===== src/rtl/pb_conditioner_if.sv =====
// rtl/pb_conditioner_if.sv - pushbutton pin and conditioned outputs
// master drives the raw pin, slave is the conditioner.
interface pb_conditioner_if;
  logic pb_i;
  logic pb_o;
  logic pb_level;
  logic pb_long;

  modport master (output pb_i, input pb_o, input pb_level, input pb_long);
  modport slave  (input pb_i, output pb_o, output pb_level, output pb_long);
endinterface


===== src/rtl/pb_conditioner.sv =====
// rtl/pb_conditioner.sv - pushbutton synchronizer, debouncer and press pulse
// Long-press pulse is built only when PB_LONGPRESS_EN is defined.
module pb_conditioner #(
  parameter int unsigned DEBOUNCE_CYCLES = 100000,
  parameter bit          ACTIVE_LOW      = 1'b0,
  parameter int unsigned LONG_CYCLES     = 20000000
) (
  input logic             clk,
  input logic             rst,
  pb_conditioner_if.slave bus
);
  localparam int unsigned     CNT_W   = $clog2(DEBOUNCE_CYCLES + 1);
  localparam logic [CNT_W-1:0] CNT_MAX = CNT_W'(DEBOUNCE_CYCLES - 1);

  logic             p;
  logic             s1_q;
  logic             s2_q;
  logic [CNT_W-1:0] cnt_q;
  logic [CNT_W-1:0] cnt_d;
  logic             level_q;
  logic             level_d;
  logic             pulse_q;
  logic             pulse_d;

  assign p = bus.pb_i ^ ACTIVE_LOW;

  // The count only survives while every sample disagrees with the debounced level.
  always_comb begin
    cnt_d   = cnt_q;
    level_d = level_q;
    if (s2_q == level_q) begin
      cnt_d = '0;
    end else if (cnt_q == CNT_MAX) begin
      level_d = s2_q;
      cnt_d   = '0;
    end else begin
      cnt_d = cnt_q + 1'b1;
    end
    pulse_d = level_d & ~level_q;
  end

  always_ff @(posedge clk) begin
    if (rst) begin
      s1_q    <= 1'b0;
      s2_q    <= 1'b0;
      cnt_q   <= '0;
      level_q <= 1'b0;
      pulse_q <= 1'b0;
    end else begin
      s1_q    <= p;
      s2_q    <= s1_q;
      cnt_q   <= cnt_d;
      level_q <= level_d;
      pulse_q <= pulse_d;
    end
  end

  assign bus.pb_o     = pulse_q;
  assign bus.pb_level = level_q;

`ifdef PB_LONGPRESS_EN
  localparam int unsigned       HOLD_W   = $clog2(LONG_CYCLES + 1);
  localparam logic [HOLD_W-1:0] HOLD_MAX = HOLD_W'(LONG_CYCLES);

  logic [HOLD_W-1:0] hold_q;
  logic [HOLD_W-1:0] hold_d;
  logic              long_q;
  logic              long_d;

  // Saturation at HOLD_MAX is what limits the pulse to once per press.
  always_comb begin
    hold_d = hold_q;
    long_d = 1'b0;
    if (!level_q) begin
      hold_d = '0;
    end else if (hold_q != HOLD_MAX) begin
      hold_d = hold_q + 1'b1;
      long_d = (hold_d == HOLD_MAX);
    end
  end

  always_ff @(posedge clk) begin
    if (rst) begin
      hold_q <= '0;
      long_q <= 1'b0;
    end else begin
      hold_q <= hold_d;
      long_q <= long_d;
    end
  end

  assign bus.pb_long = long_q;
`else
  logic unused_long_cfg;
  assign unused_long_cfg = ^LONG_CYCLES;
  assign bus.pb_long     = 1'b0;
`endif
endmodule


===== src/flat_wrapper.sv =====
// flat-port wrapper written by rule: the top's interface ports become plain ports
module pb_conditioner_flat 
#(
  parameter int unsigned DEBOUNCE_CYCLES = 100000,
  parameter bit          ACTIVE_LOW      = 1'b0,
  parameter int unsigned LONG_CYCLES     = 20000000
)
  (clk, rst, bus_pb_i, bus_pb_o, bus_pb_level, bus_pb_long);
  pb_conditioner_if bus_i ();
  input logic clk;
  input logic rst;
  input wire logic [$bits(bus_i.pb_i)-1:0] bus_pb_i;
  output wire logic [$bits(bus_i.pb_o)-1:0] bus_pb_o;
  output wire logic [$bits(bus_i.pb_level)-1:0] bus_pb_level;
  output wire logic [$bits(bus_i.pb_long)-1:0] bus_pb_long;
  assign bus_i.pb_i = bus_pb_i;
  assign bus_pb_o = bus_i.pb_o;
  assign bus_pb_level = bus_i.pb_level;
  assign bus_pb_long = bus_i.pb_long;
  pb_conditioner #(.DEBOUNCE_CYCLES(DEBOUNCE_CYCLES), .ACTIVE_LOW(ACTIVE_LOW), .LONG_CYCLES(LONG_CYCLES)) u_core (.clk(clk), .rst(rst), .bus(bus_i));
endmodule

===== config.mk =====
export PLATFORM = sky130hd
export DESIGN_NAME = pb_conditioner_flat
export DESIGN_NICKNAME = d
export VERILOG_FILES = /design/src/rtl/pb_conditioner_if.sv /design/src/rtl/pb_conditioner.sv /design/src/flat_wrapper.sv
export SDC_FILE = /design/constraint.sdc
export NUM_CORES = 1
export LEC_CHECK = 0
export ABC_AREA = 1
export ABC_CLOCK_PERIOD_IN_PS = 1900
export BUFFER_PORTS_ARGS = -buffer_cell sky130_fd_sc_hd__buf_2
export CAP_MARGIN = 5
export CORE_MARGIN = 2
export CORE_UTILIZATION = 55
export CTS_CLUSTER_DIAMETER = 40
export DETAILED_ROUTE_END_ITERATION = 7
export GPL_TIMING_DRIVEN = 0
export PLACE_DENSITY = 0.77
export REMOVE_ABC_BUFFERS = 1
export SLEW_MARGIN = 20
export SYNTH_ARGS = -nofsm -noshare
export SYNTH_HDL_FRONTEND = slang
export SYNTH_SLANG_ARGS = --single-unit

===== constraint.sdc =====
create_clock -name clk -period 1.9 [get_ports clk]
set_input_delay 0.38 -clock clk [delete_from_list [all_inputs] [get_ports clk]]
set_output_delay 0.38 -clock clk [all_outputs]
set_load 0.005 [all_outputs]

# After elaboration in Yosys (flattened, before gate mapping)
# Cells that the tools add are included.
# classes
addsub	1
eq_ne	2
n_mux	2
n_bitwise	2
reduce_logical	1
# op_table
operator	count
$add 17x1->17 const B	1
$eq 17x17->1 const B	1
$reduce_or 3->1	1
$mux 1	2
$and 1x1->1	1
$eq 1x1->1	1
$not 1->1	1
# totals
register_bits	21
input_bits	3
output_inout_bits	3
elab_cells	13

# Longest topological paths before layout
# logic_depth
ltp_word	4
depth_mapped	9

# Worst setup path after synthesis
# Ideal clock, no wire load.
# synth_path
kind	reg2reg
from	register u_core.cnt_q[0]
to	register u_core.cnt_q[6]
setup_time_ps	116
arrival_ps	1204
required_ps	1784
setup_slack_ps	580
stages_incl_launch_ff	8
n_path_buf	1
path_cell_list	dfxtp_1 > ha_1 > nand2_2 > nor2_4 > nand3_2 > o21bai_4 > buf_6 > nor2_1
# synth_via
elab_chain_cells	2
elab_cells_between_ends	3
classes_between	add/sub: 1; eq/ne: 1; reduce/logical: 1
# synth_lines
item	line_no	text
from (decl)	pb_conditioner.sv:18	logic [CNT_W-1:0] cnt_q;
from (signal assigned)	pb_conditioner.sv:52	cnt_q <= cnt_d;
branches (longest 2 deep; another with $add 17x1->17)	-	
# Parallel ways; which one is timed is not known.
# A chain may end at the register's enable or synchronous reset.

# Worst setup path in the final report
# layout_path
from	register u_core.cnt_q[0]
to	register u_core.cnt_q[4]
# The elaborated chain is that of the path after synthesis.

==> results.json <==
{
  "ys_ff_latch": 21,
  "path_class": "flip-flop to flip-flop",
  "pwr_density_cell_nw_per_um2": 590,
  "netlist_area_um2": 1080,
  "fin_tns_setup_ns": 0,
  "sequential_share_of_the_synthesized_area": 0.390,
  "diode_insertion_count_for_antenna_repair": 0,
  "floorplan.core_area_um2": 1900,
  "cpPeakStageDelay_ns": 0.38,
  "cpMaxStageDelayCell": "dfxtp_1",
  "die_area_um2": 2330,
  "die_w_um": 48.3,
  "nets": 172,
  "yosysUniqueCellTypes": 22,
  "placement.io_buffers": 4,
  "grt_setup_unrepaired": "no",
  "fin_worst_skew_ns": 0.00126,
  "cp-end-kind": "flip-flop",
  "cts_num_sinks": 21,
  "global_route_wire_length_before_repair_um": 3170,
  "postRouteAntennaNets": 0,
  "grt_start_max_net_pins": 16,
  "starting_density_of_the_core": 0.567,
  "drt_pre_antenna_iters": 4,
  "final.setup.worst_slack_ns": 0.397,
  "reg2reg_setup_slack_ns": 0.40,
  "synth.top_cells.by_area": "dfxtp_1 39%, nor2_1 14%, nand2_1 13%",
  "yosysTopAreaCellShare": 0.390,
  "fill_cells": 184,
  "post-cts-setup-buffer-count": 0,
  "route.final.wire_length_um": 1890,
  "static_leakage_uw": 0.000451,
  "detail_route.vias_per_cell": 4.81,
  "grt_antenna_before_repair": 0,
  "ir_drop_mv": 0.557,
  "netlist_instances": 161,
  "power.clock.fraction": 0.322,
  "gp_congestion": 0.829,
  "area_growth_syn_to_layout_pct": 5.80,
  "dp_hpwl_um": 1470,
  "fmax_mhz": 665,
  "yosys.area.top_type": "dfxtp_1",
  "p_int_uw": 526,
  "clock_buffers_created_by_tritoncts": 3,
  "period_share": 0.791,
  "cts_hold_buf": 0,
  "dr.first_iter.drc_count": 14,
  "place_ws_ns": 0.385,
  "period_minus_slack_ns": 1.50,
  "cp_cell_sequence": "ha_1 -> nand2_2 -> nor2_4 -> nand3_2 -> o21bai_4 -> nor2_1",
  "clock_pin_slew_on_the_worst_setup_and_hold_paths_ns": 0.12,
  "setup-violations-final": 0,
  "avgRoutedWirePerCell_um": 9.75,
  "via_count": 934,
  "worst_setup_path_start_kind": "flip-flop",
  "worstPathArrival_ns": 1.70,
  "number_of_max_capacitance_violations_reported": 0,
  "cp_data_required_time_ns": 2.09,
  "path_max_fanout": 15,
  "cts_htree_levels": 1,
  "layout-drive-gt1-share": 0.0898,
  "vias_in_the_first_global_route": 798,
  "insertion_delay_ns": 0.30,
  "netSwitchingFraction": 0.218,
  "yosys_warnings": 0,
  "grt_usage": 0.192,
  "die_height_um": 48.3,
  "switching_power_uw": 147,
  "max-clock-path-buffers": 2,
  "clock_tree_from_tritoncts": "built",
  "cts_resized": 0,
  "top_level_ports": 6,
  "core.rowCount": 16,
  "number_of_pins_with_negative_max_slew_slack_in_the_final_report": 0,
  "run_status": "completed",
  "synth.avg_cell_area_um2": 6.70,
  "combPwrFrac": 0.018,
  "number_of_hold_slack_violations_in_the_final_timing_report": 0,
  "timing.hold.worst.class": "primary input to flip-flop",
  "sequential_power_share": 0.660,
  "clock-root-buffer": "clkbuf_4",
  "grt-ovfl-total": 0,
  "post-route-drc-count": 0
}
-- power groups by stage --
stage | Combinational (µW) | Sequential (µW) | Clock, µW
5_1_grt | 14.6 | 444 | 236
4_1_cts | 12.7 | 444 | 222
6_report | 12.4 | 444 | 216
3_3_place_gp | 11.8 | 454 | 0
3_5_place_dp | 12.6 | 454 | 0
2_1_floorplan | 7.86 | 454 | 0
-- cells by family (layout without fill, tap and decap cells) --
| group | count (synthesis) | count (layout) | share of synthesized area |
|---|---|---|---|
| and+or+nand+nor | 97 | 97 | 0.383 |
| buffers and inverters | 27 | 33 | 0.104 |
| DFF | 21 | 21 | 0.390 |
| xor gates and xnor gates | 8 | 8 | 0.0650 |
| AOI/OAI and AO/OA | 6 | 6 | 0.0429 |
| adders and majority gates | 1 | 1 | 0.0116 |
| other | 1 | 1 | 0.00348 |
-- final timing paths --
kind	from	to	cells after the start
worst min-delay path	rst	u_core.s2_q$_SDFF_PP0_	2
worst min register to register	u_core.s1_q$_SDFF_PP0_	u_core.s2_q$_SDFF_PP0_	2
worst max register to register	u_core.cnt_q[0]$_SDFF_PP0_	u_core.cnt_q[4]$_SDFF_PP0_	6
worst max-delay path	u_core.cnt_q[0]$_SDFF_PP0_	u_core.cnt_q[4]$_SDFF_PP0_	6
-- Yosys cell counts --
cell type,count
ha_1,1
nand4_1,3
o21bai_4,1
nand2_2,3
o21ai_0,3
inv_1,25
o21bai_1,1
nor3_1,1
a21oi_1,1
xor2_1,6
dfxtp_1,21
nand2_1,36
nand3_1,10
nor2_4,1
xnor2_1,2
nor2_1,40
conb_1,1
nor2_2,1
nand3b_1,1
buf_6,1
buf_4,1
nand3_2,1
-- worst max-delay path: cells and delay by family, from the launching register on --
family,cells,cell delay (ns)
adders and majority gates,1,0.24
and+or+nand+nor,4,0.44
AOI/OAI and AO/OA,1,0.34
DFF,1,0.38
-- registers in the layout (all words and copies together), names as in the netlist --
register / flops
u_core.bus.pb_level: 1
u_core.bus.pb_o: 1
u_core.cnt_q: 17
u_core.s1_q: 1
u_core.s2_q: 1
-- cells in the final DEF (no fill, tap or decap) --
| cell | Yosys | layout |
|---|---|---|
| buf_2 | 0 | 4 |
| nand3b_1 | 1 | 1 |
| inv_1 | 25 | 25 |
| clkinv_2 | 0 | 1 |
| nor2_4 | 1 | 1 |
| nand3_2 | 1 | 1 |
| nand3_1 | 10 | 10 |
| xnor2_1 | 2 | 2 |
| o21bai_4 | 1 | 1 |
| o21ai_0 | 3 | 3 |
| nor3_1 | 1 | 1 |
| o21bai_1 | 1 | 1 |
| xor2_1 | 6 | 6 |
| ha_1 | 1 | 1 |
| conb_1 | 1 | 1 |
| nand4_1 | 3 | 3 |
| nor2_2 | 1 | 1 |
| a21oi_1 | 1 | 1 |
| dfxtp_1 | 21 | 21 |
| nand2_1 | 36 | 36 |
| nor2_1 | 40 | 40 |
| nand2_2 | 3 | 3 |
| clkbuf_4 | 0 | 3 |
-- metal layers --
layer / up-vias / track usage / share of wire
met5: - / 0 / 0
met4: 0 / 0.0649 / 0.021
met3: 6 / 0.0407 / 0.033
met2: 16 / 0.332 / 0.49
met1: 415 / 0.236 / 0.46
li1: 497 / - / -
-- per-stage QoR --
stage / hold WS [ns] / std cells / instance area, µm² / utilization / power, µW
2_1_floorplan: 0.388 / 159 / 1060 / - / 461
5_1_grt: 0.257 / 194 / 1140 / 0.600 / 694
3_3_place_gp: 0.401 / 190 / 1110 / 0.586 / 466
3_5_place_dp: 0.402 / 190 / 1110 / 0.586 / 466
4_1_cts: 0.271 / 194 / 1140 / 0.600 / 679
6_report: 0.267 / 194 / 1140 / 0.600 / 673
-- final cells by class --
cell class                 count  area [µm²]  area share
clock buffer                   3        22.5      0.0197
sequential                    21         420       0.368
clock inverter                 1        5.00     0.00439
multi-input combinational    113         546       0.478
tap                           27        33.8      0.0296
timing repair buffer           4        20.0      0.0175
inverter                      25        93.8      0.0822
No activity file was read; power rests on OpenSTA's default activity.
